`src/rtl/mul_seq.sv`:
```
// mul_seq: sequential shift-and-add unsigned multiplier with a start/busy/done handshake.
// Define MUL_EARLY_TERM_EN to leave RUN as soon as no multiplier bits remain.
module mul_seq #(
  parameter int WIDTH = 4
) (
  input  logic                 clk,
  input  logic                 rst,
  input  logic                 start,
  input  logic [WIDTH-1:0]     in1,
  input  logic [WIDTH-1:0]     in2,
  output logic                 busy,
  output logic                 done,
  output logic [2*WIDTH-1:0]   out
);
  localparam int CW = $clog2(WIDTH + 1);
  typedef enum logic [1:0] {IDLE, RUN, DONE} state_t;
  state_t state, state_n;
  logic [WIDTH-1:0] mcand, mplr;
  logic [2*WIDTH-1:0] acc, acc_n;
  logic [CW-1:0] cnt;
  logic accept, last;
  always_comb begin
    acc_n = acc + (mplr[0] ? ({{WIDTH{1'b0}}, mcand} << (CW'(WIDTH) - cnt)) : '0);
`ifdef MUL_EARLY_TERM_EN
    last = (cnt == CW'(1)) || ((mplr >> 1) == '0);
`else
    last = cnt == CW'(1);
`endif
    accept = start && state != RUN;
    state_n = accept ? RUN : state == RUN ? (last ? DONE : RUN) : IDLE;
  end
  always_ff @(posedge clk or posedge rst) begin
    if (rst) state <= IDLE;
    else state <= state_n;
  end
  always_ff @(posedge clk or posedge rst) begin
    if (rst) begin
      mcand <= '0;
      mplr <= '0;
      acc <= '0;
      cnt <= '0;
      out <= '0;
    end else if (accept) begin
      mcand <= in1;
      mplr <= in2;
      acc <= '0;
      cnt <= CW'(WIDTH);
    end else if (state == RUN) begin
      acc <= acc_n;
      mplr <= mplr >> 1;
      cnt <= cnt - CW'(1);
      if (last) out <= acc_n;
    end
  end
  assign busy = state == RUN;
  assign done = state == DONE;
endmodule
```
`config.mk`:
```
export PLATFORM = sky130hd
export DESIGN_NAME = mul_seq
export DESIGN_NICKNAME = d
export VERILOG_FILES = /design/src/rtl/mul_seq.sv
export SDC_FILE = /design/constraint.sdc
export NUM_CORES = 1
export LEC_CHECK = 0
export CORE_AREA = 2 2 71 46
export DETAILED_ROUTE_END_ITERATION = 10
export DIE_AREA = 0 0 73 48
export DONT_BUFFER_PORTS = 1
export PLACE_DENSITY = 0.74
export SKIP_LAST_GASP = 1
export SYNTH_ARGS = -nofsm -noshare
export SYNTH_HDL_FRONTEND = slang
export SYNTH_SLANG_ARGS = --single-unit
```
`constraint.sdc`:
```
create_clock -name clk -period 3.59 [get_ports clk]
set_input_delay 0.718 -clock clk [delete_from_list [all_inputs] [get_ports clk]]
set_output_delay 0.718 -clock clk [all_outputs]
set_load 0.05 [all_outputs]
```
Word level (Yosys, flattened, before mapping) --
Index checks and enable logic that the tools add are counted.
Operators by class: $add $sub $neg 3, multiplexer cells 10, equal/unequal tests 4, shifts and indexed selects 1, reductions and logical operators 3, bitwise operators 1
Operators with widths (count):
- two-way mux 8 bit | 3
- adder 8 bit | 1
- two-way mux 4 bit | 2
- << shifter 4 x 3 -> 8 bit | 1
- two-way mux 2 bit | 3
- two-way mux 3 bit | 2
- equality test 3 x 1 -> 1 bit, second input constant | 1
- AND reduction 3 bit | 1
- subtractor 3 x 1 -> 3 bit, second input constant | 1
- subtractor 3 bit, first input constant | 1
- equality test 2 x 1 -> 1 bit, second input constant | 1
- equality test 2 bit, second input constant | 1
- != test 2 x 1 -> 1 bit, second input constant | 1
- nonzero test 2 bit | 1
- logical AND 1 bit | 1
- NOT 1 bit | 1
Storage, ports and cells: word-level logic and storage cells 28, bits in registers 29, input port bits 11, output and inout port bits 10

Longest topological paths before layout --
depth in word-level cells 6, mapped depth 16, mapped depth without buffers 14

Worst setup path before layout --
No wires, ideal clock.
path kind register to register, start reg cnt[0], end reg acc[6], stages on the path, launching flop included 14, period minus slack after synthesis 2976 ps, path slack 614 ps, buffers on the path 1, library setup time 127 ps, data arrival time 2849 ps, required time 3463 ps, cell sequence dfrtp_1 buf_2 inv_2 ha_1 xnor2_2 nand2_1 or3_1 fa_1 nor2b_4 o21ai_2 a21boi_1 or4b_1 and3_4 o21ai_2
On the way: cells in the longest elaborated chain, start to end 6
Ends and longest elaborated chain:
- from (decl) | line 20 | logic [CW-1:0] cnt;
- from (signal assigned) | line 47 | cnt <= CW'(WIDTH);
- from (signal assigned) | line 51 | cnt <= cnt - CW'(1);
- subtractor 3 bit | line 23 | acc_n = acc + (mplr[0] ? ({{WIDTH{1'b0}}, mcand} << (CW'(WIDTH) - cnt)) : '0);
- << shifter 4 x 3 -> 8 bit | line 23
- two-way mux 8 bit | line 23
- adder 8 bit | line 23
- two-way mux 8 bit | line 48 | end else if (state == RUN) begin
- two-way mux 8 bit | line 43 | end else if (accept) begin
- to (signal assigned) | line 49 | acc <= acc_n;
- to (decl) | line 19 | logic [2*WIDTH-1:0] acc, acc_n;
Every way passes these cells. The select of a mux whose other input is x is not followed. A chain may end at the register's enable or synchronous reset.

Worst setup path after layout --
start reg cnt[0], end reg out[6]
On the way: cells in the longest elaborated chain, start to end 4, elaborated cells on any way between the ends 6, classes of those cells add/sub (2); eq/ne (1); shift (1); mux (1); reduce/logical (1)
Ends and longest elaborated chain:
- subtractor 3 bit | line 23
- << shifter 4 x 3 -> 8 bit | line 23
- two-way mux 8 bit | line 23
- adder 8 bit | line 23
- to (signal assigned) | line 52 | if (last) out <= acc_n;
- to (decl) | line 13 | output logic [2*WIDTH-1:0] out
Parallel ways exist; a longest one is shown, timed or not.

==> reports/results.tsv <==
stage	metric	value	unit
cells_and_area	filler cell count	243	
cts	hold buffer count at CTS	0	
timing	period utilization	0.834	
placed_design	routability cong.	0.886	
yosys	sequential fraction of the synthesis area	0.438	
run_status	result of the run	complete, no violations	
cells_and_area	final instance area	1790	um^2
placed_design	port bufs	0	
die	Chip Height	48	um
grt	initial antenna violation count	0	
cells_and_area	Core Util, Final	0.639	
critical_path	CP max stage cell	or4b_1	
timing	min cycle time layout	3.00	ns
critical_path	Crit Path Category	flip-flop to flip-flop	
critical_path	max incr delay on CP	0.47	ns
critical_path	Critical Path RT	3.79	ns
critical_path	Largest delay share family, worst path	simple AND/OR/NAND/NOR gates	
critical_path	CP startpoint kind	flip-flop	
routing	routed via count	1196	
timing	setup TNS	0	ns
yosys	Synth Warn #	0	
power	Tot Pwr	0.00180	W
critical_path	FF-to-FF Start	cnt[0]$_DFFE_PP0P_	
power	part of the power in registers	0.368	
yosys	Avg Inst Size Synth	9.68	um^2
min_path	Hold Path Depth	2	
cts	post-CTS setup buffer count	0	
critical_path	Worst Reg-to-Reg Cells	13	
cts	Inserted Clock Buffers	5	
yosys	Synth Cell Area	1660	um^2
grt	GRT overflow	0	
yosys	Post-synth EDFFs	0	
cells_and_area	diode count	0	
die	Core ar.	2800	um^2
placed_design	hpwl dp	2320	um
cts	CTS tree	built	
grt	total track usage	0.208	
timing	Hold Violations, Final	0	
power	cell leakage power	0.816	nW
cts	Resize count post-CTS	0	
cts	Root Buffer	clkbuf_8	
routing	Pre-antenna DRT Iters	4	
timing	Worst Skew	0.00675	ns
cts	clock sink total	29	
yosys	top cell type's share of synthesized area	0.438	
yosys	syn_nets	192	
grt	largest net degree at the start of global routing	30	
cells_and_area	Layout Nets	194	
timing	pin slew with the least headroom to its limit	1.08	ns
yosys	Cells after Synth	171	
die	Top Ports	21	
placed_design	placed cell areas	1690	um^2
yosys	Synth cell types	39	
cts	H-tree Lvls	2	
min_path	Hold Startpoint	mplr[2]$_DFFE_PP0P_	
critical_path	CP arrival	3.20	ns
cells_and_area	area grow syn2layout	7.94	%
critical_path	worst-path cell chain	inv_2 > ha_1 > mux2i_1 > nor2_1 > a31oi_1 > nor2_1 > ha_1 > nor2b_4 > o21ai_2 > a21boi_1 > or4b_1 > and3_4 > o21ai_2	
critical_path	CP Capture Type	flip-flop	
yosys	#FFs+latches synth	29	
critical_path	CP Buf/Inv Count	1	
power	VDD IR max	576	uV
grt	vias in the first global route	1161	
cts	clock network latency to the later pin of the worst-skew pair	0.28	ns
timing	FMAX	0.334	GHz
timing	Slew headroom	0.277	
die	Die X	73	um
cts	clk slew on worst S/H paths	0.06	ns
timing	Setup Viol. Count Final	0	
routing	Detail Route Antenna Nets	0	
timing	RSZ-0062 raised after global routing	no	
job	number of max-cap violations	0	
critical_path	crit-path max FO	9	
yosys	Post-synth top flop	dfrtp_1	
yosys	Async SR Flop Fraction	1.00	
routing	Remaining DRCs	0	
yosys	top post-synthesis cells by count	dfrtp_1, nand2_1, o21ai_0	
timing	max-slew violation count	0	
critical_path	beginning of the critical path	cnt[0]$_DFFE_PP0P_	
routing	routed vias/inst	5.75	
min_path	min-delay worst type	flip-flop to flip-flop	
grt	first-pass GRT wire length	5210	um
cts	CTS max path bufs	2	
power	Psw	0.000818	W
critical_path	CP Depth	13	
yosys	leading area contributor after synthesis	dfrtp_1	
power	Switching Fraction	0.455	
power	P_int	0.000980	W
die	row count	15	
timing	worst hold margin	0.484	ns
yosys	synth top area cells	dfrtp_1, ha_1, nand2_1	
routing	drt wl/cell	15.3	um
die	Initial Util	0.592	
cells_and_area	share of cells above drive strength 1	0.161	
routing	final wirelength	3180	um
power	Comb pwr share	0.468	
power	PwrDens	1010	nW/um^2
routing	Iteration-0 DRC Markers	73	
power	clock share of power	0.164	
die	die area	3500	um^2
yosys	cell with the most instances after synthesis	dfrtp_1	
## worst register-to-register path, cell delays in order, from the launching register on
cell and delay (ns):
dfrtp_1 0.36, inv_2 0.05, ha_1 0.44, mux2i_1 0.31, nor2_1 0.07, a31oi_1 0.19
nor2_1 0.07, ha_1 0.33, nor2b_4 0.15, o21ai_2 0.13, a21boi_1 0.09, or4b_1 0.47
and3_4 0.17, o21ai_2 0.09
## cells by family after synthesis
group                      after synthesis  share of synthesized area
AOI/OAI and AO/OA                       40                      0.143
xor gates and xnor gates                 7                     0.0416
adders and majority gates               10                     0.0801
buffers and inverters                   19                     0.0461
DFF                                     29                      0.438
muxes                                   12                     0.0794
and+or+nand+nor                         54                      0.172
## layout make-up
cell class	count	area, um^2	share of cell area
flip-flops and latches	29	726	0.406
multi-input cells	123	853	0.478
well taps	34	42.5	0.0238
inverters	11	41.3	0.0231
repair buffers	3	22.5	0.0126
clock inverters	1	5.00	0.00280
clock buffers	7	96.3	0.0539
## state kept, by name, summed over array words and instances (netlist names)
register / flops
acc: 8
mcand: 4
state: 2
mplr: 4
out: 8
cnt: 3
## routing by layer
metal,track usage,share of wire,vias up
met2,0.306,0.42,22
met4,0.119,0.019,0
li1,-,-,589
met3,0.0611,0.037,8
met1,0.279,0.53,577
met5,0,0,-
## power by group through the flow
stage | registers, W | logic, W | clock network (W)
floorplan | 0.000639 | 0.000694 | 0
global placement | 0.000661 | 0.000816 | 0
detailed placement | 0.000663 | 0.000841 | 0
CTS | 0.000660 | 0.000844 | 0.000302
global route | 0.000677 | 0.000941 | 0.000314
finish | 0.000662 | 0.000841 | 0.000295
## per-stage QoR
step,cells,setup slack (ns)
finish,208,0.595
global route,208,0.418
CTS,208,0.599
detailed placement,200,0.618
global placement,200,0.764
floorplan,171,0.614
## layout by cell type, fill, tap and decap left out, drive strengths merged, types with 2 or more instances in the layout
cell    instances
a21oi           3
a31oi           2
buf             3
clkbuf          7
clkinv          2
dfrtp          29
ha              9
inv            10
mux2            6
mux2i           6
nand2          22
nand3b          8
nor2            9
nor2b           5
o21ai          29
or3             3
xnor2           5
xor2            2
## path summary, 6_finish.rpt
check	slack, ns	endpoint
worst min-delay path	0.48	mplr[1]$_DFFE_PP0P_
max in group asynchronous	2.33	acc[5]$_DFFE_PP0P_
min in group asynchronous	0.59	state[0]$_DFF_PP0_
worst max-delay path	0.59	out[6]$_DFFE_PP0P_
worst min register to register	0.48	mplr[1]$_DFFE_PP0P_
worst max register to register	0.59	out[6]$_DFFE_PP0P_
No activity file was read; power rests on OpenSTA's default activity.
